`src/rtl/crossroads_pkg.sv`:
```
// Shared definitions for the crossroads safety monitor: fault codes,
// monitor state encoding, lamp aspect encoding and the aspect decoder.
package crossroads_pkg;

    localparam logic [2:0] FLT_NONE        = 3'd0;
    localparam logic [2:0] FLT_CONFLICT    = 3'd1;
    localparam logic [2:0] FLT_INVALID     = 3'd2;
    localparam logic [2:0] FLT_ILLEGAL     = 3'd3;
    localparam logic [2:0] FLT_SHORT_AMBER = 3'd4;
    localparam logic [2:0] FLT_WDOG        = 3'd5;

    typedef enum logic [1:0] {
        MON_ARM      = 2'd0,
        MON_RUN      = 2'd1,
        MON_FAILSAFE = 2'd2
    } mon_state_e;

    typedef enum logic [1:0] {
        ASP_RED   = 2'd0,
        ASP_AMBER = 2'd1,
        ASP_GREEN = 2'd2,
        ASP_BAD   = 2'd3
    } aspect_e;

    // Exactly one lit lamp gives a valid aspect; anything else is malformed.
    function automatic aspect_e decode_aspect(input logic red, input logic amber, input logic green);
        case ({red, amber, green})
            3'b100:  return ASP_RED;
            3'b010:  return ASP_AMBER;
            3'b001:  return ASP_GREEN;
            default: return ASP_BAD;
        endcase
    endfunction

endpackage

```
`src/rtl/crossroads_safety_monitor_approach_checker.sv`:
```
// Per-approach checker: decodes the aspect, flags malformed aspects,
// illegal sequencing and short amber, and owns the amber tick counter.
module approach_checker
    import crossroads_pkg::*;
#(
    parameter int MIN_AMBER = 3,
    parameter int CNT_W     = 8
) (
    input  logic             clk,
    input  logic             rst,
    input  logic             cnt_clr,
    input  logic             tick,
    input  logic             red_i,
    input  logic             amber_i,
    input  logic             green_i,
    input  logic             prev_red,
    input  logic             prev_amber,
    input  logic             prev_green,
    output logic [1:0]       aspect,
    output logic             invalid,
    output logic             illegal_trans,
    output logic             short_amber
);

    aspect_e          cur_asp;
    aspect_e          prev_asp;
    logic [CNT_W-1:0] amber_cnt_q;
    logic [CNT_W-1:0] amber_cnt_d;
    logic [CNT_W-1:0] amber_inc;
    logic [CNT_W-1:0] amber_seen;

    assign aspect     = cur_asp;
    assign amber_inc  = (amber_cnt_q == '1) ? amber_cnt_q : amber_cnt_q + CNT_W'(1);
    // A tick landing on the amber-to-red cycle still belongs to amber.
    assign amber_seen = tick ? amber_inc : amber_cnt_q;

    // Decode current and previous aspects and evaluate the sequencing rules.
    always_comb begin
        cur_asp       = decode_aspect(red_i, amber_i, green_i);
        prev_asp      = decode_aspect(prev_red, prev_amber, prev_green);
        invalid       = (cur_asp == ASP_BAD);
        illegal_trans = ((prev_asp == ASP_GREEN) && (cur_asp == ASP_RED))   ||
                        ((prev_asp == ASP_AMBER) && (cur_asp == ASP_GREEN)) ||
                        ((prev_asp == ASP_RED)   && (cur_asp == ASP_AMBER));
        short_amber   = (prev_asp == ASP_AMBER) && (cur_asp == ASP_RED) &&
                        (amber_seen < CNT_W'(MIN_AMBER));
    end

    // Amber counter: zeroed on entry to amber, counts ticks while amber holds.
    always_comb begin
        amber_cnt_d = amber_cnt_q;
        if (cnt_clr) begin
            amber_cnt_d = '0;
        end else if ((cur_asp == ASP_AMBER) && (prev_asp != ASP_AMBER)) begin
            amber_cnt_d = '0;
        end else if ((cur_asp == ASP_AMBER) && tick) begin
            amber_cnt_d = amber_inc;
        end
    end

    // Amber counter register.
    always_ff @(posedge clk) begin
        if (rst) amber_cnt_q <= '0;
        else     amber_cnt_q <= amber_cnt_d;
    end

endmodule

```
`src/rtl/crossroads_safety_monitor.sv`:
```
// Conflict monitor and registered lamp-drive stage. Forwards the controller
// lamps one cycle late while healthy; on the first violation it latches a
// fault code and drives flashing red on both approaches until cleared.
module crossroads_safety_monitor
    import crossroads_pkg::*;
#(
    parameter int MIN_AMBER   = 3,
    parameter int MAX_HOLD    = 30,
    parameter int FLASH_TICKS = 1,
    parameter int CNT_W       = 8
) (
    input  logic       clk,
    input  logic       rst,
    input  logic       tick,
    input  logic       ns_red_i,
    input  logic       ns_amber_i,
    input  logic       ns_green_i,
    input  logic       ew_red_i,
    input  logic       ew_amber_i,
    input  logic       ew_green_i,
    input  logic       fault_clr,
    output logic       ns_red_o,
    output logic       ns_amber_o,
    output logic       ns_green_o,
    output logic       ew_red_o,
    output logic       ew_amber_o,
    output logic       ew_green_o,
    output logic       fault,
    output logic [2:0] fault_code,
    output logic [1:0] mon_state
);

    localparam logic [5:0] ALL_RED = 6'b100_100;

    mon_state_e       state_q, state_d;
    logic [5:0]       lamps_in, prev_q, prev_d, lamp_q, lamp_d;
    logic [CNT_W-1:0] hold_q, hold_d, hold_inc;
    logic [CNT_W-1:0] flash_cnt_q, flash_cnt_d, flash_inc;
    logic             flash_lit_q, flash_lit_d;
    logic             fault_q, fault_d;
    logic [2:0]       code_q, code_d, first_code;
    logic [1:0]       ns_asp, ew_asp;
    logic             ns_invalid, ns_illegal, ns_short;
    logic             ew_invalid, ew_illegal, ew_short;
    logic             cnt_clr, conflict, same, wdog, clr_ok;

    assign lamps_in  = {ns_red_i, ns_amber_i, ns_green_i, ew_red_i, ew_amber_i, ew_green_i};
    assign cnt_clr   = (state_q != MON_RUN);
    assign hold_inc  = (hold_q == '1) ? hold_q : hold_q + CNT_W'(1);
    assign flash_inc = (flash_cnt_q == '1) ? flash_cnt_q : flash_cnt_q + CNT_W'(1);

    approach_checker #(.MIN_AMBER(MIN_AMBER), .CNT_W(CNT_W)) u_ns_checker (
        .clk(clk), .rst(rst), .cnt_clr(cnt_clr), .tick(tick),
        .red_i(ns_red_i), .amber_i(ns_amber_i), .green_i(ns_green_i),
        .prev_red(prev_q[5]), .prev_amber(prev_q[4]), .prev_green(prev_q[3]),
        .aspect(ns_asp), .invalid(ns_invalid), .illegal_trans(ns_illegal), .short_amber(ns_short)
    );

    approach_checker #(.MIN_AMBER(MIN_AMBER), .CNT_W(CNT_W)) u_ew_checker (
        .clk(clk), .rst(rst), .cnt_clr(cnt_clr), .tick(tick),
        .red_i(ew_red_i), .amber_i(ew_amber_i), .green_i(ew_green_i),
        .prev_red(prev_q[2]), .prev_amber(prev_q[1]), .prev_green(prev_q[0]),
        .aspect(ew_asp), .invalid(ew_invalid), .illegal_trans(ew_illegal), .short_amber(ew_short)
    );

    // Raw-input checks and first-fault priority (lowest code wins).
    always_comb begin
        conflict   = (ns_green_i | ns_amber_i) & (ew_green_i | ew_amber_i);
        same       = (lamps_in == prev_q);
        wdog       = same && tick && (hold_inc >= CNT_W'(MAX_HOLD));
        clr_ok     = fault_clr && (ns_asp == ASP_RED) && (ew_asp == ASP_RED);
        first_code = FLT_NONE;
        if (conflict)                     first_code = FLT_CONFLICT;
        else if (ns_invalid | ew_invalid) first_code = FLT_INVALID;
        else if (ns_illegal | ew_illegal) first_code = FLT_ILLEGAL;
        else if (ns_short | ew_short)     first_code = FLT_SHORT_AMBER;
        else if (wdog)                    first_code = FLT_WDOG;
    end

    // Monitor state sequencing: ARM for one cycle, RUN until a fault, FAILSAFE until cleared.
    always_comb begin
        state_d = state_q;
        case (state_q)
            MON_ARM:      state_d = MON_RUN;
            MON_RUN:      if (first_code != FLT_NONE) state_d = MON_FAILSAFE;
            MON_FAILSAFE: if (clr_ok) state_d = MON_ARM;
            default:      state_d = MON_ARM;
        endcase
    end

    // Lamp, history, counter and fault-latch updates for each monitor state.
    always_comb begin
        prev_d      = prev_q;
        lamp_d      = lamp_q;
        hold_d      = hold_q;
        flash_cnt_d = flash_cnt_q;
        flash_lit_d = flash_lit_q;
        fault_d     = fault_q;
        code_d      = code_q;
        case (state_q)
            MON_ARM: begin
                prev_d = lamps_in;
                lamp_d = ALL_RED;
                hold_d = '0;
            end
            MON_RUN: begin
                if (first_code != FLT_NONE) begin
                    fault_d     = 1'b1;
                    code_d      = first_code;
                    lamp_d      = ALL_RED;
                    flash_cnt_d = '0;
                    flash_lit_d = 1'b1;
                end else begin
                    lamp_d = lamps_in;
                    prev_d = lamps_in;
                    if (!same)     hold_d = '0;
                    else if (tick) hold_d = hold_inc;
                end
            end
            MON_FAILSAFE: begin
                if (clr_ok) begin
                    fault_d     = 1'b0;
                    code_d      = FLT_NONE;
                    hold_d      = '0;
                    flash_cnt_d = '0;
                    flash_lit_d = 1'b0;
                    lamp_d      = ALL_RED;
                end else begin
                    if (tick) begin
                        if (flash_inc >= CNT_W'(FLASH_TICKS)) begin
                            flash_cnt_d = '0;
                            flash_lit_d = ~flash_lit_q;
                        end else begin
                            flash_cnt_d = flash_inc;
                        end
                    end
                    lamp_d = {flash_lit_d, 2'b00, flash_lit_d, 2'b00};
                end
            end
            default: lamp_d = ALL_RED;
        endcase
    end

    // State register.
    always_ff @(posedge clk) begin
        if (rst) state_q <= MON_ARM;
        else     state_q <= state_d;
    end

    // Datapath registers.
    always_ff @(posedge clk) begin
        if (rst) begin
            prev_q      <= ALL_RED;
            lamp_q      <= ALL_RED;
            hold_q      <= '0;
            flash_cnt_q <= '0;
            flash_lit_q <= 1'b0;
            fault_q     <= 1'b0;
            code_q      <= FLT_NONE;
        end else begin
            prev_q      <= prev_d;
            lamp_q      <= lamp_d;
            hold_q      <= hold_d;
            flash_cnt_q <= flash_cnt_d;
            flash_lit_q <= flash_lit_d;
            fault_q     <= fault_d;
            code_q      <= code_d;
        end
    end

    assign {ns_red_o, ns_amber_o, ns_green_o, ew_red_o, ew_amber_o, ew_green_o} = lamp_q;
    assign fault      = fault_q;
    assign fault_code = code_q;
    assign mon_state  = state_q;

endmodule

```
`config.mk`:
```
export PLATFORM = sky130hd
export DESIGN_NAME = crossroads_safety_monitor
export DESIGN_NICKNAME = d
export VERILOG_FILES = /design/src/rtl/crossroads_pkg.sv /design/src/rtl/crossroads_safety_monitor_approach_checker.sv /design/src/rtl/crossroads_safety_monitor.sv
export SDC_FILE = /design/constraint.sdc
export NUM_CORES = 1
export LEC_CHECK = 0
export ABC_AREA = 0
export BUFFER_PORTS_ARGS = -buffer_cell sky130_fd_sc_hd__buf_2
export CORE_UTILIZATION = 55
export CTS_CLUSTER_DIAMETER = 40
export DETAILED_ROUTE_END_ITERATION = 6
export MAX_ROUTING_LAYER = met4
export PLACE_DENSITY = 0.74
export SYNTH_ARGS = -nofsm -noshare
export SYNTH_HDL_FRONTEND = slang
export SYNTH_HIERARCHICAL = 1
export SYNTH_SLANG_ARGS = --single-unit
```
`constraint.sdc`:
```
create_clock -name clk -period 3.4 [get_ports clk]
set_clock_uncertainty 0.2 [all_clocks]
set_input_delay 0.68 -clock clk [delete_from_list [all_inputs] [get_ports clk]]
set_output_delay 0.68 -clock clk [all_outputs]
set_load 0.05 [all_outputs]
```
==> impl_metrics.json <==
{
  "status": "completed",
  "overflow": 0,
  "critPathLaunch": "u_ew_checker/amber_cnt_q[0]",
  "final_util_pct": 63.5,
  "htree_num_levels": 2,
  "crit_type": "reg2reg",
  "synth-seq-cells": 51,
  "antenna_found_initial": 0,
  "power_mw": 1.90,
  "grt_pass1_vias": 2476,
  "required_ns": 3.45,
  "syn_avg_cell_area_um2": 8.53,
  "diodes": 0,
  "switching_share_pct": 40.0,
  "dieArea_um2": 6060,
  "wire_per_inst_um": 14.4,
  "synth_cells": 371,
  "cts_buffer_depth": 2,
  "synth_common_cells": "51 x dfxtp_1, 39 x nor2_1, 28 x nand2_1",
  "period_share_pct": 95.3,
  "p_switching_mw": 0.761,
  "cts-root-buf": "clkbuf_8",
  "seqPwrFrac_pct": 38.5,
  "syn_nets": 389,
  "grt_first_pass_wirelength_mm": 11.1,
  "synth.top_cell.area_share_pct": 32.3,
  "p_clk_share_pct": 19.8,
  "endpoint_kind": "flip-flop",
  "maxSlewHeadroom_pct": 60.7,
  "critPathCapture": "hold_q[3]",
  "final_antenna_net_count": 0,
  "max_freq_mhz": 309,
  "via_per_inst": 5.88,
  "start_util_pct": 57.1,
  "insertion_delay_ns": 0.31,
  "cts_tree": "done",
  "seq_area_frac_synth_pct": 32.3,
  "async_flop_share_pct": 0,
  "gp_congestion": 0.909,
  "mappedNetlistArea_um2": 3170,
  "clock_sinks": 51,
  "reg2reg_slack_ns": 0.16,
  "p_comb_share_pct": 41.7,
  "nNetsFinal": 420,
  "cts_buffers": 5,
  "drtIter0Drc": 178,
  "ys.flop_type": "dfxtp_1",
  "ys_top_cells_by_area": "dfxtp_1 32%, nor2_1 4.6%, a21oi_1 3.8%",
  "dpl_cell_area_um2": 3380,
  "hold_class": "reg2reg",
  "io_buffer_count": 21,
  "synth.distinct_cells": 66,
  "synth_top_area_cell": "dfxtp_1",
  "p_leak_nw": 1.35,
  "yosysWarnings": 6,
  "rows": 27,
  "num_vias": 2794,
  "drv_slew": 0,
  "firstDrtPassIters": 5,
  "cts.clk_slew.worst_paths_ns": 0.10,
  "synth_edf_count": 0,
  "period_needed_ns": 3.24,
  "grt_max_degree": 17,
  "drv_cap": 0,
  "routed_wl_mm": 6.85,
  "drive_above_1_share_pct": 19.1,
  "drc": 0,
  "setup_viol": 0,
  "nFillCells": 468,
  "pin_count": 22,
  "core_area_um2": 5540,
  "start_kind": "flip-flop",
  "reg2reg_to": "hold_q[3]",
  "r2r_cells": 12,
  "worst_slew_pin_slew_ns": 0.584,
  "hold_violations": 0,
  "die_y_um": 77.9,
  "arrival_ns": 3.29,
  "die_w_um": 77.9,
  "cp_max_fo": 11,
  "peakVddDrop_v": 0.000341,
  "postCtsSetupRepairBufs": 0,
  "hpwl_mm": 4.99,
  "synth_most_common_cell": "dfxtp_1",
  "postCtsHoldBufs": 0,
  "area_delta_synth_final_pct": 11.2,
  "grt_usage_pct": 23.6,
  "internal_power_mw": 1.14,
  "timing.rr.start": "u_ew_checker/amber_cnt_q[0]",
  "power_density_nw_per_um2": 540,
  "final_cell_area_um2": 3520
}
-- cells in the final DEF, fill, tap and decap left out, types with 5 or more instances in the layout --
cell	count
a21oi_2	5
xnor2_1	10
ha_1	7
and3_1	7
a31oi_1	7
nand4_1	6
nand2_1	28
mux2i_1	12
buf_2	21
and2_1	14
buf_4	17
nor4_1	6
a311oi_1	5
nor2_1	38
nor3_1	7
a21oi_1	22
o21ai_0	15
clkbuf_8	6
dfxtp_1	51
nand3_1	8
nand2b_1	10
inv_1	16
-- metal layers --
layer  global-route usage (%)  part of all wire [%]  vias up
met4                     10.0                   2.3        0
met2                     37.4                    47       63
met3                     4.24                   3.9       16
li1                         -                     -     1428
met1                     29.4                    47     1287
met5                        -                     0        -
-- power groups by stage --
| stage | Combinational (mW) | Sequential (mW) | Clock (mW) |
|---|---|---|---|
| after floorplan | 0.457 | 0.847 | 0 |
| after global placement | 0.739 | 0.742 | 0 |
| after detailed placement | 0.750 | 0.745 | 0 |
| after CTS | 0.754 | 0.731 | 0.386 |
| after global routing | 0.861 | 0.744 | 0.415 |
| final | 0.794 | 0.732 | 0.376 |
-- worst max-delay path, stage by stage, from the launching register on --
cell,delay (ns)
dfxtp_1,0.40
ha_2,0.26
and2_1,0.21
nand2_1,0.12
mux2i_1,0.14
and4b_1,0.21
o221a_1,0.29
nor2_2,0.18
nand3_1,0.15
a21oi_2,0.22
a221oi_4,0.15
or4_1,0.49
a21oi_1,0.15
-- area by class of cell --
type,instances,area (um^2),share of cell area (%)
clock inverters,2,16.3,0.462
inverters,16,60.1,1.71
multi-input cells,290,2020,57.3
repair buffers,38,233,6.61
well taps,72,90.1,2.56
flip-flops and latches,51,1020,29.0
clock buffers,6,82.6,2.35
-- worst min path at each step --
stage / start / endpoint / slack, ns / depth (start not counted)
after floorplan: flash_cnt_q[5] / flash_cnt_q[5] / 0.23 / 1
after global placement: fault / fault / 0.23 / 1
after detailed placement: fault / fault / 0.25 / 1
after CTS: fault_code[0] / fault_code[0] / 0.27 / 2
after global routing: fault / fault / 0.29 / 1
final: fault / fault / 0.26 / 1
-- repair_timing --
| item | in CTS | in global routing |
|---|---|---|
| gates resized for setup | 0 | 7 |
| endpoints found under the hold margin | 0 | 0 |
| setup endpoints to repair | 0 | 28 |
-- metrics by stage --
step / instances / setup slack (ns) / setup TNS (ns) / hold WS (ns)
after floorplan: 371 / 0.169 / 0 / 0.231
after global placement: 467 / 0.0594 / 0 / 0.231
after detailed placement: 467 / -0.0214 / -0.0387 / 0.249
after CTS: 475 / 0.00733 / 0 / 0.269
after global routing: 475 / -0.0776 / -0.156 / 0.289
final: 475 / 0.159 / 0 / 0.260
-- state kept, by name, indices dropped and copies added, names as in the netlist --
name,flops
u_ns_checker/amber_cnt_q,8
hold_q,8
mon_state,2
lamp_q,6
fault,1
fault_code,3
prev_q,6
flash_lit_q,1
u_ew_checker/amber_cnt_q,8
flash_cnt_q,8
-- cell families (layout without fill, tap and decap cells) --
logic type	after synthesis	after routing	share of synthesized area (%)
xor+xnor	16	16	4.90
simple gates	160	160	28.2
compound gates	92	92	21.5
mux	14	14	4.51
buf+inv	30	62	5.41
flops	51	51	32.3
fa+ha+maj	8	8	3.16
(Power assumes the default switching activity.)
